**src/rtl/atmega_spi_s.sv**
```systemverilog
// atmega_spi_s: SPI slave with an AVR-style SPCR/SPSR/SPDR register window.
// Supports CPHA=0 only, with CPOL and DORD selectable.
//
// Ports
//   clk, rst          system clock; synchronous active-high reset
//   addr, wr, rd      register select and write/read strobes
//   bus_in, bus_out   write data; read data (0 when rd is low or addr unmatched)
//   spi_int           interrupt request (SPIF & SPIE)
//   int_rst           interrupt acknowledge, clears SPIF and WCOL
//   sck, ss, mosi     SPI slave inputs (ss active low), asynchronous to clk
//   miso, miso_oe     SPI slave output and its driver enable
//
// State | Meaning
// IDLE  | no transfer in progress; waiting for ss to fall while SPE=1
// SHIFT | ss low; bytes are shifted in/out on sck edges
module atmega_spi_s #(
    parameter int BUS_ADDR_IO_LEN = 6,
    parameter int SPCR_ADDR       = 0,
    parameter int SPSR_ADDR       = 1,
    parameter int SPDR_ADDR       = 2,
    parameter int SYNC_STAGES     = 2
) (
    input  logic                       clk,
    input  logic                       rst,
    input  logic [BUS_ADDR_IO_LEN-1:0] addr,
    input  logic                       wr,
    input  logic                       rd,
    input  logic [7:0]                 bus_in,
    output logic [7:0]                 bus_out,
    output logic                       spi_int,
    input  logic                       int_rst,
    input  logic                       sck,
    input  logic                       ss,
    input  logic                       mosi,
    output logic                       miso,
    output logic                       miso_oe
);

    localparam logic [BUS_ADDR_IO_LEN-1:0] A_SPCR = BUS_ADDR_IO_LEN'(SPCR_ADDR);
    localparam logic [BUS_ADDR_IO_LEN-1:0] A_SPSR = BUS_ADDR_IO_LEN'(SPSR_ADDR);
    localparam logic [BUS_ADDR_IO_LEN-1:0] A_SPDR = BUS_ADDR_IO_LEN'(SPDR_ADDR);

    typedef enum logic {
        IDLE  = 1'b0,
        SHIFT = 1'b1
    } state_t;

    state_t state_q, state_d;

    logic [7:0] spcr_q, spcr_d;
    logic       spif_q, spif_d;
    logic       wcol_q, wcol_d;
    logic       armed_q, armed_d;
    logic [7:0] tx_buf_q, tx_buf_d;
    logic [7:0] rx_buf_q, rx_buf_d;
    logic [7:0] tx_shift_q, tx_shift_d;
    logic [7:0] rx_shift_q, rx_shift_d;
    logic [2:0] bit_cnt_q, bit_cnt_d;

    logic [SYNC_STAGES-1:0] sck_sync_q, sck_sync_d;
    logic [SYNC_STAGES-1:0] ss_sync_q, ss_sync_d;
    logic [SYNC_STAGES-1:0] mosi_sync_q, mosi_sync_d;
    logic                   sck_prev_q, sck_prev_d;
    logic                   ss_prev_q, ss_prev_d;

    logic       sck_s, ss_s, mosi_s;
    logic       sck_rise, sck_fall, ss_fall, ss_rise;
    logic       lead_edge, trail_edge;
    logic       spie, spe, dord, cpol;
    logic       sel_spcr, sel_spsr, sel_spdr;
    logic       spdr_access, busy;
    logic [7:0] rx_next;

    assign spie = spcr_q[7];
    assign spe  = spcr_q[6];
    assign dord = spcr_q[5];
    assign cpol = spcr_q[3];

    // mosi goes through the same depth as sck, so mosi_s is the level that
    // was on the pin when the synchronized sck edge happened.
    assign sck_s  = sck_sync_q[SYNC_STAGES-1];
    assign ss_s   = ss_sync_q[SYNC_STAGES-1];
    assign mosi_s = mosi_sync_q[SYNC_STAGES-1];

    assign sck_rise   = sck_s & ~sck_prev_q;
    assign sck_fall   = ~sck_s & sck_prev_q;
    assign ss_fall    = ~ss_s & ss_prev_q;
    assign ss_rise    = ss_s & ~ss_prev_q;
    assign lead_edge  = cpol ? sck_fall : sck_rise;
    assign trail_edge = cpol ? sck_rise : sck_fall;

    assign sel_spcr    = (addr == A_SPCR);
    assign sel_spsr    = (addr == A_SPSR);
    assign sel_spdr    = (addr == A_SPDR);
    assign spdr_access = (rd | wr) & sel_spdr;
    assign busy        = (state_q == SHIFT) && (bit_cnt_q != 3'd0);

    assign rx_next = dord ? {mosi_s, rx_shift_q[7:1]} : {rx_shift_q[6:0], mosi_s};

    always_comb begin
        state_d     = state_q;
        spcr_d      = spcr_q;
        spif_d      = spif_q;
        wcol_d      = wcol_q;
        armed_d     = armed_q;
        tx_buf_d    = tx_buf_q;
        rx_buf_d    = rx_buf_q;
        tx_shift_d  = tx_shift_q;
        rx_shift_d  = rx_shift_q;
        bit_cnt_d   = bit_cnt_q;
        sck_sync_d  = {sck_sync_q[SYNC_STAGES-2:0], sck};
        ss_sync_d   = {ss_sync_q[SYNC_STAGES-2:0], ss};
        mosi_sync_d = {mosi_sync_q[SYNC_STAGES-2:0], mosi};
        sck_prev_d  = sck_s;
        ss_prev_d   = ss_s;

        if (wr && sel_spcr) begin
            spcr_d = bus_in;
        end

        // Flag clears come first so that the set paths below win a tie.
        if (rd && sel_spsr && spif_q) begin
            armed_d = 1'b1;
        end
        if (spdr_access && armed_q) begin
            spif_d  = 1'b0;
            wcol_d  = 1'b0;
            armed_d = 1'b0;
        end
        if (int_rst) begin
            spif_d = 1'b0;
            wcol_d = 1'b0;
        end

        if (wr && sel_spdr) begin
            if (busy) begin
                wcol_d = 1'b1;
            end else begin
                tx_buf_d = bus_in;
            end
        end

        case (state_q)
            IDLE: begin
                if (spe && ss_fall) begin
                    state_d    = SHIFT;
                    bit_cnt_d  = 3'd0;
                    tx_shift_d = tx_buf_q;
                end
            end
            SHIFT: begin
                if (!spe || ss_rise) begin
                    state_d   = IDLE;
                    bit_cnt_d = 3'd0;
                end else if (lead_edge) begin
                    rx_shift_d = rx_next;
                    bit_cnt_d  = bit_cnt_q + 3'd1;
                    if (bit_cnt_q == 3'd7) begin
                        rx_buf_d = rx_next;
                        spif_d   = 1'b1;
                    end
                end else if (trail_edge) begin
                    // A trailing edge with bit_cnt=0 can only follow a completed
                    // byte, so it is where the next byte gets loaded.
                    if (bit_cnt_q == 3'd0) begin
                        tx_shift_d = tx_buf_q;
                    end else if (dord) begin
                        tx_shift_d = {1'b0, tx_shift_q[7:1]};
                    end else begin
                        tx_shift_d = {tx_shift_q[6:0], 1'b0};
                    end
                end
            end
            default: state_d = IDLE;
        endcase
    end

    always_ff @(posedge clk) begin
        if (rst) begin
            state_q     <= IDLE;
            spcr_q      <= 8'h00;
            spif_q      <= 1'b0;
            wcol_q      <= 1'b0;
            armed_q     <= 1'b0;
            tx_buf_q    <= 8'h00;
            rx_buf_q    <= 8'h00;
            tx_shift_q  <= 8'h00;
            rx_shift_q  <= 8'h00;
            bit_cnt_q   <= 3'd0;
            sck_sync_q  <= '0;
            ss_sync_q   <= '1;
            mosi_sync_q <= '1;
            sck_prev_q  <= 1'b0;
            ss_prev_q   <= 1'b1;
        end else begin
            state_q     <= state_d;
            spcr_q      <= spcr_d;
            spif_q      <= spif_d;
            wcol_q      <= wcol_d;
            armed_q     <= armed_d;
            tx_buf_q    <= tx_buf_d;
            rx_buf_q    <= rx_buf_d;
            tx_shift_q  <= tx_shift_d;
            rx_shift_q  <= rx_shift_d;
            bit_cnt_q   <= bit_cnt_d;
            sck_sync_q  <= sck_sync_d;
            ss_sync_q   <= ss_sync_d;
            mosi_sync_q <= mosi_sync_d;
            sck_prev_q  <= sck_prev_d;
            ss_prev_q   <= ss_prev_d;
        end
    end

    assign miso    = dord ? tx_shift_q[0] : tx_shift_q[7];
    assign miso_oe = spe & ~ss_s;
    assign spi_int = spif_q & spie;

    always_comb begin
        bus_out = 8'h00;
        if (rd) begin
            if (sel_spcr) begin
                bus_out = spcr_q;
            end else if (sel_spsr) begin
                bus_out = {spif_q, wcol_q, 6'b0};
            end else if (sel_spdr) begin
                bus_out = rx_buf_q;
            end
        end
    end

endmodule

```
**config.mk**
```make
export PLATFORM = sky130hd
export DESIGN_NAME = atmega_spi_s
export DESIGN_NICKNAME = d
export VERILOG_FILES = /design/src/rtl/atmega_spi_s.sv
export SDC_FILE = /design/constraint.sdc
export NUM_CORES = 1
export LEC_CHECK = 0
export BUFFER_PORTS_ARGS = -buffer_cell sky130_fd_sc_hd__buf_2
export CORE_ASPECT_RATIO = 0.75
export CORE_MARGIN = 3
export CORE_UTILIZATION = 55
export DETAILED_ROUTE_END_ITERATION = 10
export GPL_TIMING_DRIVEN = 0
export HOLD_SLACK_MARGIN = 0.12
export PLACE_DENSITY = 0.86
export SLEW_MARGIN = 20
export SYNTH_ARGS = -nofsm -noshare
export SYNTH_HDL_FRONTEND = slang
export SYNTH_SLANG_ARGS = --single-unit
```
**constraint.sdc**
```tcl
create_clock -name clk -period 2.34 [get_ports clk]
set_clock_uncertainty 0.15 [all_clocks]
set_input_delay 0.468 -clock clk [delete_from_list [all_inputs] [get_ports clk]]
set_output_delay 0.468 -clock clk [all_outputs]
set_load 0.05 [all_outputs]
```
Word-level counts from Yosys, hierarchy flattened
Index checks and enable logic that the tools add are counted.
Operators by class
  add/subtract/negate cells: 1
  equality and inequality tests: 8
  multiplexer cells: 32
  bitwise operators: 15
  reductions and logical operators: 18
Operator list (number)
  two-way mux 8 bit: 11
  case mux 8 bit (2 select lines): 1
  two-way mux 1 bit: 15
  two-way mux 3 bit: 3
  AND reduction 4 bit: 2
  bitwise AND 1 bit: 7
  logical AND 1 bit: 7
  NOT 1 bit: 7
  == test 6 x 1 -> 1 bit (second input constant): 1
  == test 6 x 2 -> 1 bit (second input constant): 1
  logical NOT 6 bit: 1
  inequality test 2 bit (second input constant): 3
  case mux 3 bit (2 select lines): 1
  AND reduction 2 bit: 2
  adder 3 x 1 -> 3 bit (second input constant): 1
  == test 3 bit (second input constant): 1
  logical NOT 3 bit: 1
  inequality test 3 x 1 -> 1 bit (second input constant): 1
  AND reduction 3 bit: 1
  nonzero test 3 bit: 1
  inequality test 2 x 1 -> 1 bit (second input constant): 1
  case mux 1 bit (2 select lines): 1
  OR reduction 2 bit: 1
  logical NOT 1 bit: 1
  other kinds (2): 2
Word-level totals
  flip-flop bits (word level): 55
  input port bits: 22
  output and inout bits: 11
  logic and storage cells: 89

Logic depth before layout (Yosys ltp)
Gate-level depths: netlist of run 1.
  depth after elaboration: 9
  mapped depth: 8

Worst setup path before layout of run 1
No wires, ideal clock.
  kind: input-to-output
  start point: input addr[5]
  end point: output bus_out[7]
  arrival: 3423 ps
  required time: 1722 ps
  setup slack: -1701 ps
  cell stages on the path: 3
  path buffers: 0
  cell sequence: nor4_1 nand2_1 a2111oi_0
On the way
  word-level cells in the longest chain between the ends: 5
Ends and longest elaborated chain
  start, declared: RTL line 25  | input logic [BUS_ADDR_IO_LEN-1:0] addr,
  == test 6 x 2 -> 1 bit: RTL line 94  | assign sel_spdr = (addr == A_SPDR);
  two-way mux 8 bit: RTL line 225  | end else if (sel_spdr) begin
  two-way mux 8 bit: RTL line 223  | end else if (sel_spsr) begin
  two-way mux 8 bit (*): RTL line 221  | if (sel_spcr) begin
  two-way mux 8 bit (*): RTL line 220  | if (rd) begin
  end, declared: RTL line 29  | output logic [7:0] bus_out,
Mark *: on every way between the ends. The rest lies on a longest branch, timed or not.

Worst setup path in the final report of run 1
  start point: input addr[2]
  end point: output bus_out[7]
Same word-level chain as after synthesis.

==> summary.md, run 1 <==
| Metric | Value |
|---|---|
| Mean Syn Cell Area | `9.19 um^2` |
| Iter 0 DRT Violations | `243` |
| Antenna-violating nets left | `0` |
| Max-slew violation count | `0` |
| Post-synthesis mux area share | `0.125` |
| Worst skew pair latency | `310 ps` |
| Num CTS Buffers | `5` |
| Crit path DAT | `1860 ps` |
| Ys Warns | `0` |
| CTS root buffer | `clkbuf_8` |
| Multi-input logic area | `1460 um^2` |
| Min-delay worst type | `in -> reg` |
| H-tree lvl count | `2` |
| MaxCap Viol Count | `0` |
| Xor and xnor area share after synthesis | `0` |
| Vias | `2350` |
| Net Count, Synth | `305` |
| Sequential Area | `1100 um^2` |
| Slew margin rel. | `0.541` |
| Share of cells above drive strength 1 | `0.241` |
| CTS tree | `done` |
| P per Cell Area | `564 nW/um^2` |
| # port buffers | `30` |
| Design area | `3160 um^2` |
| Synth Area in Adders | `0.0146` |
| Slew @ Worst Pin | `686 ps` |
| Final WL | `6790 um` |
| Compound-Gate Fraction of Synth Area | `0.180` |
| First-pass GRT wire length | `10900 um` |
| GRT Total Usage | `0.252` |
| WP data required | `1720 ps` |
| Final Setup Violations | `7` |
| Die width | `85.0 um` |
| Mapped Area | `2570 um^2` |
| Fillcell total | `304` |
| Critical Path Sink Type | `output port` |
| Post-synthesis register bit count | `55` |
| Largest family of logic cells by synthesized area | `simple AND/OR/NAND/NOR gates` |
| Dominant synthesized flop cell | `dfxtp_1` |
| Total grt overflow | `0` |
| Netlist cell types | `44` |
| Commonest non-fill, non-tap cell in the layout | `dfxtp_1` |
| Remaining DRCs | `0` |
| Worst reg2reg startpoint | `bit_cnt_q[0]` |
| Mean routed wirelength per cell | `17.9 um` |
| GPL Wtd Cong | `0.853` |
| Initial Utilization | `0.601` |
| Core area | `4280 um^2` |
| Synth async-reset ratio | `0` |
| Ant diodes | `0` |
| Largest net degree at the start of global routing | `17` |
| Min-Delay Endpoint | `mosi_sync_q[0]` |
| Number of flops mapped to enable cells by yosys | `0` |
| Worst R2R Setup Slack | `300 ps` |
| Vias per inst | `6.20` |
| Max Clock Freq | `0.404 GHz` |
| Row Count | `20` |
| Final Net Count | `348` |
| Hold Crit Start | `mosi` |
| Number of global-route vias before repair | `2191` |
| Worst IR drop on VDD | `487 uV` |
| RR Endpoint | `tx_shift_q[3]` |
| DRT Pass-1 Iters | `5` |
| Worst r2r path cells | `8` |
| Critical path fanouts, max | `4` |
| Failing checks | `setup timing` |
| CP Launch Type | `input pin` |
| Area growth, synth to finish | `23.0%` |
| Initial antenna violation count | `0` |
| Fin crit share | `1.06` |
| Status | `finished with violations` |
| Leakage | `1.16 nW` |
| CTS Buffer Depth | `2` |
| Hold Vio Cnt, Final | `0` |
| Mapped Cells | `280` |
| Most frequent cells in the layout | `dfxtp_1 (55), mux2i_1 (31), buf_2 (26)` |
| Height of the die | `65.2 um` |
| Post-synthesis simple-gate area fraction | `0.205` |
| Utilization after layout | `0.739` |
| Seq/Total Area, Yosys | `0.428` |
| Die area | `5540 um^2` |
| Placement Cell Area | `2870 um^2` |
| Clock transition at path regs | `100 ps` |
| Clk sinks | `55` |
| DP HPWL | `4600 um` |
| Min cycle time layout | `2480 ps` |
| Num ports | `33` |
| Critical path class | `in -> out` |
| WHS Path Cells | `2` |
| Setup ws final | `-136 ps` |
| RSZ-0062 raised after global routing | `true` |
## per-layer routing
layer / vias to the layer above / routed length [um] / track usage
met4: 0 / 97 / 0.0751
met3: 13 / 539 / 0.0551
met2: 104 / 3020 / 0.400
met1: 1130 / 3130 / 0.345
li1: 1103 / - / -
met5: - / 0 / 0
## worst max path at each step
stage,start,endpoint,cells after the start
6_report,addr[2],bus_out[7],6
5_1_grt,addr[2],bus_out[7],6
4_1_cts,addr[2],bus_out[5],7
3_5_place_dp,addr[5],bus_out[0],6
3_3_place_gp,addr[5],bus_out[0],6
2_1_floorplan,addr[5],bus_out[7],3
## what timing repair did
action                                  CTS  global route
hold buffers                              0             0
pin swaps                                 7             3
resized for setup                        19             9
setup buffers                             5             1
endpoints found under the setup margin    9             8
## kinds of logic after synthesis
logic type,count (synthesis)
buffers and inverters,27
AND/OR/NAND/NOR,95
multiplexers,32
flip-flops,55
adder cells (fa/ha/maj),3
AO/OA/AOI/OAI,68
## stage by stage
stage | power, W | setup slack (ps) | hold WS (ps) | setup TNS, ps | std cells
floorplan | 0.00101 | -371 | 239 | -635 | 280
global placement | 0.00105 | -338 | 245 | -1780 | 365
detailed placement | 0.00105 | -366 | 243 | -1960 | 365
CTS | 0.00177 | -145 | 184 | -867 | 378
global route | 0.00182 | -175 | 184 | -920 | 379
finish | 0.00179 | -136 | 183 | -659 | 379
## area by class of cell
type	instances	share of cell area
Buffer	21	0.0348
Clock buffer	6	0.0229
Clock inverter	2	0.0190
Inverter	6	0.00712
Multi-Input combinational cell	198	0.461
Sequential cell	55	0.348
Tap cell	55	0.0217
Timing Repair Buffer	36	0.0854
## flip-flops by register name (all words and copies together), names as in the netlist
register     cells
spcr_q           8
bit_cnt_q        3
wcol_q           1
rx_buf_q         8
armed_q          1
mosi_sync_q      2
state_q          1
ss_prev_q        1
tx_buf_q         8
spif_q           1
rx_shift_q       8
ss_sync_q        2
tx_shift_q       8
sck_prev_q       1
sck_sync_q       2
## Yosys cell counts (2+ instances only)
cell,n,area [um^2]
dfxtp_1,55,1100
mux2i_1,31,310
nor2_1,21,78.8
a21oi_1,20,100
nand2_1,20,75.1
a211oi_1,17,128
clkbuf_1,11,41.3
nor2b_1,11,68.8
buf_2,9,45.0
nand3_1,8,40.0
o21ai_0,7,35.0
o2111ai_1,6,52.6
a22oi_1,5,37.5
inv_1,5,18.8
nand2b_1,5,31.3
nor3_1,5,25.0
or2_2,5,31.3
a2111oi_0,3,26.3
and2_1,3,18.8
ha_1,3,37.5
a21o_1,2,15.0
a32oi_1,2,17.5
and3_1,2,12.5
and3b_1,2,17.5
and4_1,2,17.5
nand3b_1,2,15.0
## critical path, stage by stage
cell	delay, ps
buf_6	90
or4_4	570
or3_1	330
nor2_1	130
a2111oi_2	50
buf_4	210
## power breakdown
group / switching, W / total (W) / internal [W]
combinational: 0.0000558 / 0.0000955 / 0.0000397
clock: 0.000315 / 0.000743 / 0.000428
sequential: 0.00000479 / 0.000947 / 0.000942
Note: power is estimated with default switching activity, not from simulation.
==> run 2: changes to the inputs <==
Clock period 2.34 ns to 2.8 ns, I/O delays scaled along.
==> run 2 against run 1 <==
The run now ends clean; wire length down 11%; final cell count is 1.1% lower; global-route usage fell by 2.0 points; sequential cell count did not move; worst hold slack better by 81 ps; non-clock buffer count fell by 4; critical endpoint is now bus_out[4].
==> summary.md, run 2 (synthesized netlist as in run 1, its figures left out) <==
| Metric | Value |
|---|---|
| Status | `finished clean (was finished with violations)` |
| Ant diodes | `0 (unchanged)` |
| Num ports | `33 (unchanged)` |
| Die area | `5540 um^2 (unchanged)` |
| Area growth, synth to finish | `15.5% (was 23.0%)` |
| Num CTS Buffers | `5 (unchanged)` |
| Slew @ Worst Pin | `682 ps (was 686 ps)` |
| H-tree lvl count | `2 (unchanged)` |
| Mean routed wirelength per cell | `16.2 um (was 17.9 um)` |
| Commonest non-fill, non-tap cell in the layout | `dfxtp_1 (unchanged)` |
| Height of the die | `65.2 um (unchanged)` |
| Most frequent cells in the layout | `dfxtp_1 (55), buf_2 (34), mux2i_1 (31) (was dfxtp_1 (55), mux2i_1 (31), buf_2 (26))` |
| DP HPWL | `4410 um (was 4600 um)` |
| First-pass GRT wire length | `10100 um (was 10900 um)` |
| Min-delay worst type | `reg -> reg (was in -> reg)` |
| Number of global-route vias before repair | `2036 (was 2191)` |
| Final Net Count | `344 (was 348)` |
| Final hold slack | `264 ps (was 183 ps)` |
| Critical path fanouts, max | `6 (was 4)` |
| RSZ-0062 raised after global routing | `true (unchanged)` |
| Hold Vio Cnt, Final | `0 (unchanged)` |
| Initial Utilization | `0.601 (unchanged)` |
| CTS tree | `done (unchanged)` |
| CTS Hold Bufs | `0 (unchanged)` |
| DRT Pass-1 Iters | `4 (was 5)` |
| CP max stage delay | `570 ps (about the same)` |
| Worst skew pair latency | `310 ps (about the same)` |
| Share of cells above drive strength 1 | `0.219 (was 0.241)` |
| Max Clock Freq | `0.363 GHz` |
| Row Count | `20 (unchanged)` |
| Clk sinks | `55 (unchanged)` |
| WP data required | `2090 ps (was 1720 ps)` |
| Total grt overflow | `0 (unchanged)` |
| Remaining DRCs | `0 (unchanged)` |
| Critical path class | `in -> out (unchanged)` |
| CTS root buffer | `clkbuf_8 (unchanged)` |
| Initial antenna violation count | `0 (unchanged)` |
| Slew margin rel. | `0.543 (was 0.541)` |
| CTS Buffer Depth | `2 (unchanged)` |
| Vias | `2225 (was 2350)` |
| Clock transition at path regs | `100 ps (about the same)` |
| # port buffers | `30 (unchanged)` |
| Core area | `4280 um^2 (unchanged)` |
| GPL Wtd Cong | `0.821 (was 0.853)` |
| Fillcell total | `337 (was 304)` |
| P per Cell Area | `436 nW/um^2 (was 564 nW/um^2)` |
| MaxCap Viol Count | `0 (unchanged)` |
| Min cycle time layout | `2760 ps` |
| Worst IR drop on VDD | `312 uV (was 487 uV)` |
| Crit path cell chain | `buf_2 -> or4_4 -> nor3_4 -> a22oi_1 -> nor2b_2 -> buf_6 (was buf_6 -> or4_4 -> or3_1 -> nor2_1 -> a2111oi_2 -> buf_4)` |
| Fin crit share | `0.984` |
| Antenna-violating nets left | `0 (unchanged)` |
| Leakage | `1.08 nW (was 1.16 nW)` |
| Largest net degree at the start of global routing | `18 (was 17)` |
| Iter 0 DRT Violations | `176 (was 243)` |
| Vias per inst | `5.93 (was 6.20)` |
| CP max-delay cell | `or4_4 (unchanged)` |
| Crit path DAT | `2050 ps (was 1860 ps)` |
| Critical Path Sink Type | `output port (unchanged)` |
| Total power | `0.00130 W (was 0.00179 W)` |
| Final WL | `6070 um (was 6790 um)` |
| Placed Cells | `365 (unchanged)` |
| CP Launch Type | `input pin (unchanged)` |
| Max-slew violation count | `0 (unchanged)` |
| Utilization after layout | `0.694 (was 0.739)` |
| Setup TNS | `0 ps (was -659 ps)` |
| Final Setup Violations | `0 (was 7)` |
| Fin cells | `375 (was 379)` |
| GRT Total Usage | `0.232 (was 0.252)` |
| Die width | `85.0 um (unchanged)` |
[run 2: report_power, final]
part	internal, W	switching [W]
registers	0.000787	0.00000371
clock network	0.000175	0.000263
logic	0.0000266	0.0000412
[run 2: critical path, delay by kind of cell]
kind                   cells  cell delay, ps
and+or+nand+nor            3            1050
buffers and inverters      2             280
AOI/OAI and AO/OA          1             160
[run 2: metrics by stage]
stage,setup WS [ps],cell area (um^2)
2_1_floorplan,-95.2,2600
3_3_place_gp,-59.0,2820
3_5_place_dp,-78.0,2820
4_1_cts,30.7,2920
5_1_grt,-12.1,2970
6_report,43.8,2970
[run 2: layer usage]
| metal | track usage | vias to the layer above | part of all wire |
|---|---|---|---|
| met5 | 0 | - | 0 |
| met4 | 0.0593 | 0 | 0.0079 |
| met3 | 0.0677 | 4 | 0.090 |
| met2 | 0.330 | 100 | 0.41 |
| met1 | 0.340 | 1029 | 0.49 |
| li1 | - | 1092 | - |
[run 2: path summary, 6_finish.rpt]
check | start | endpoint | slack [ps] | cells after the start
max | addr[5] | bus_out[4] | 40 | 6
min | ss_sync_q[0] | ss_sync_q[1] | 260 | 1
max reg2reg | bit_cnt_q[0] | tx_shift_q[3] | 760 | 8
min reg2reg | ss_sync_q[0] | ss_sync_q[1] | 260 | 1
[run 2: final cells by class]
class | instances | area, um^2 | area share
inverters | 6 | 22.5 | 0.00758
flip-flops and latches | 55 | 1100 | 0.371
clock inverters | 3 | 20.0 | 0.00674
plain buffers | 21 | 97.6 | 0.0328
repair buffers | 32 | 196 | 0.0661
well taps | 55 | 68.8 | 0.0232
multi-input cells | 198 | 1400 | 0.470
clock buffers | 5 | 68.8 | 0.0232
[run 2: timing repair]
action | CTS | global route
setup endpoints to repair | 5 | 6
buffers inserted | 0 | 2
pin swaps | 0 | 1
resized for setup | 1 | 17
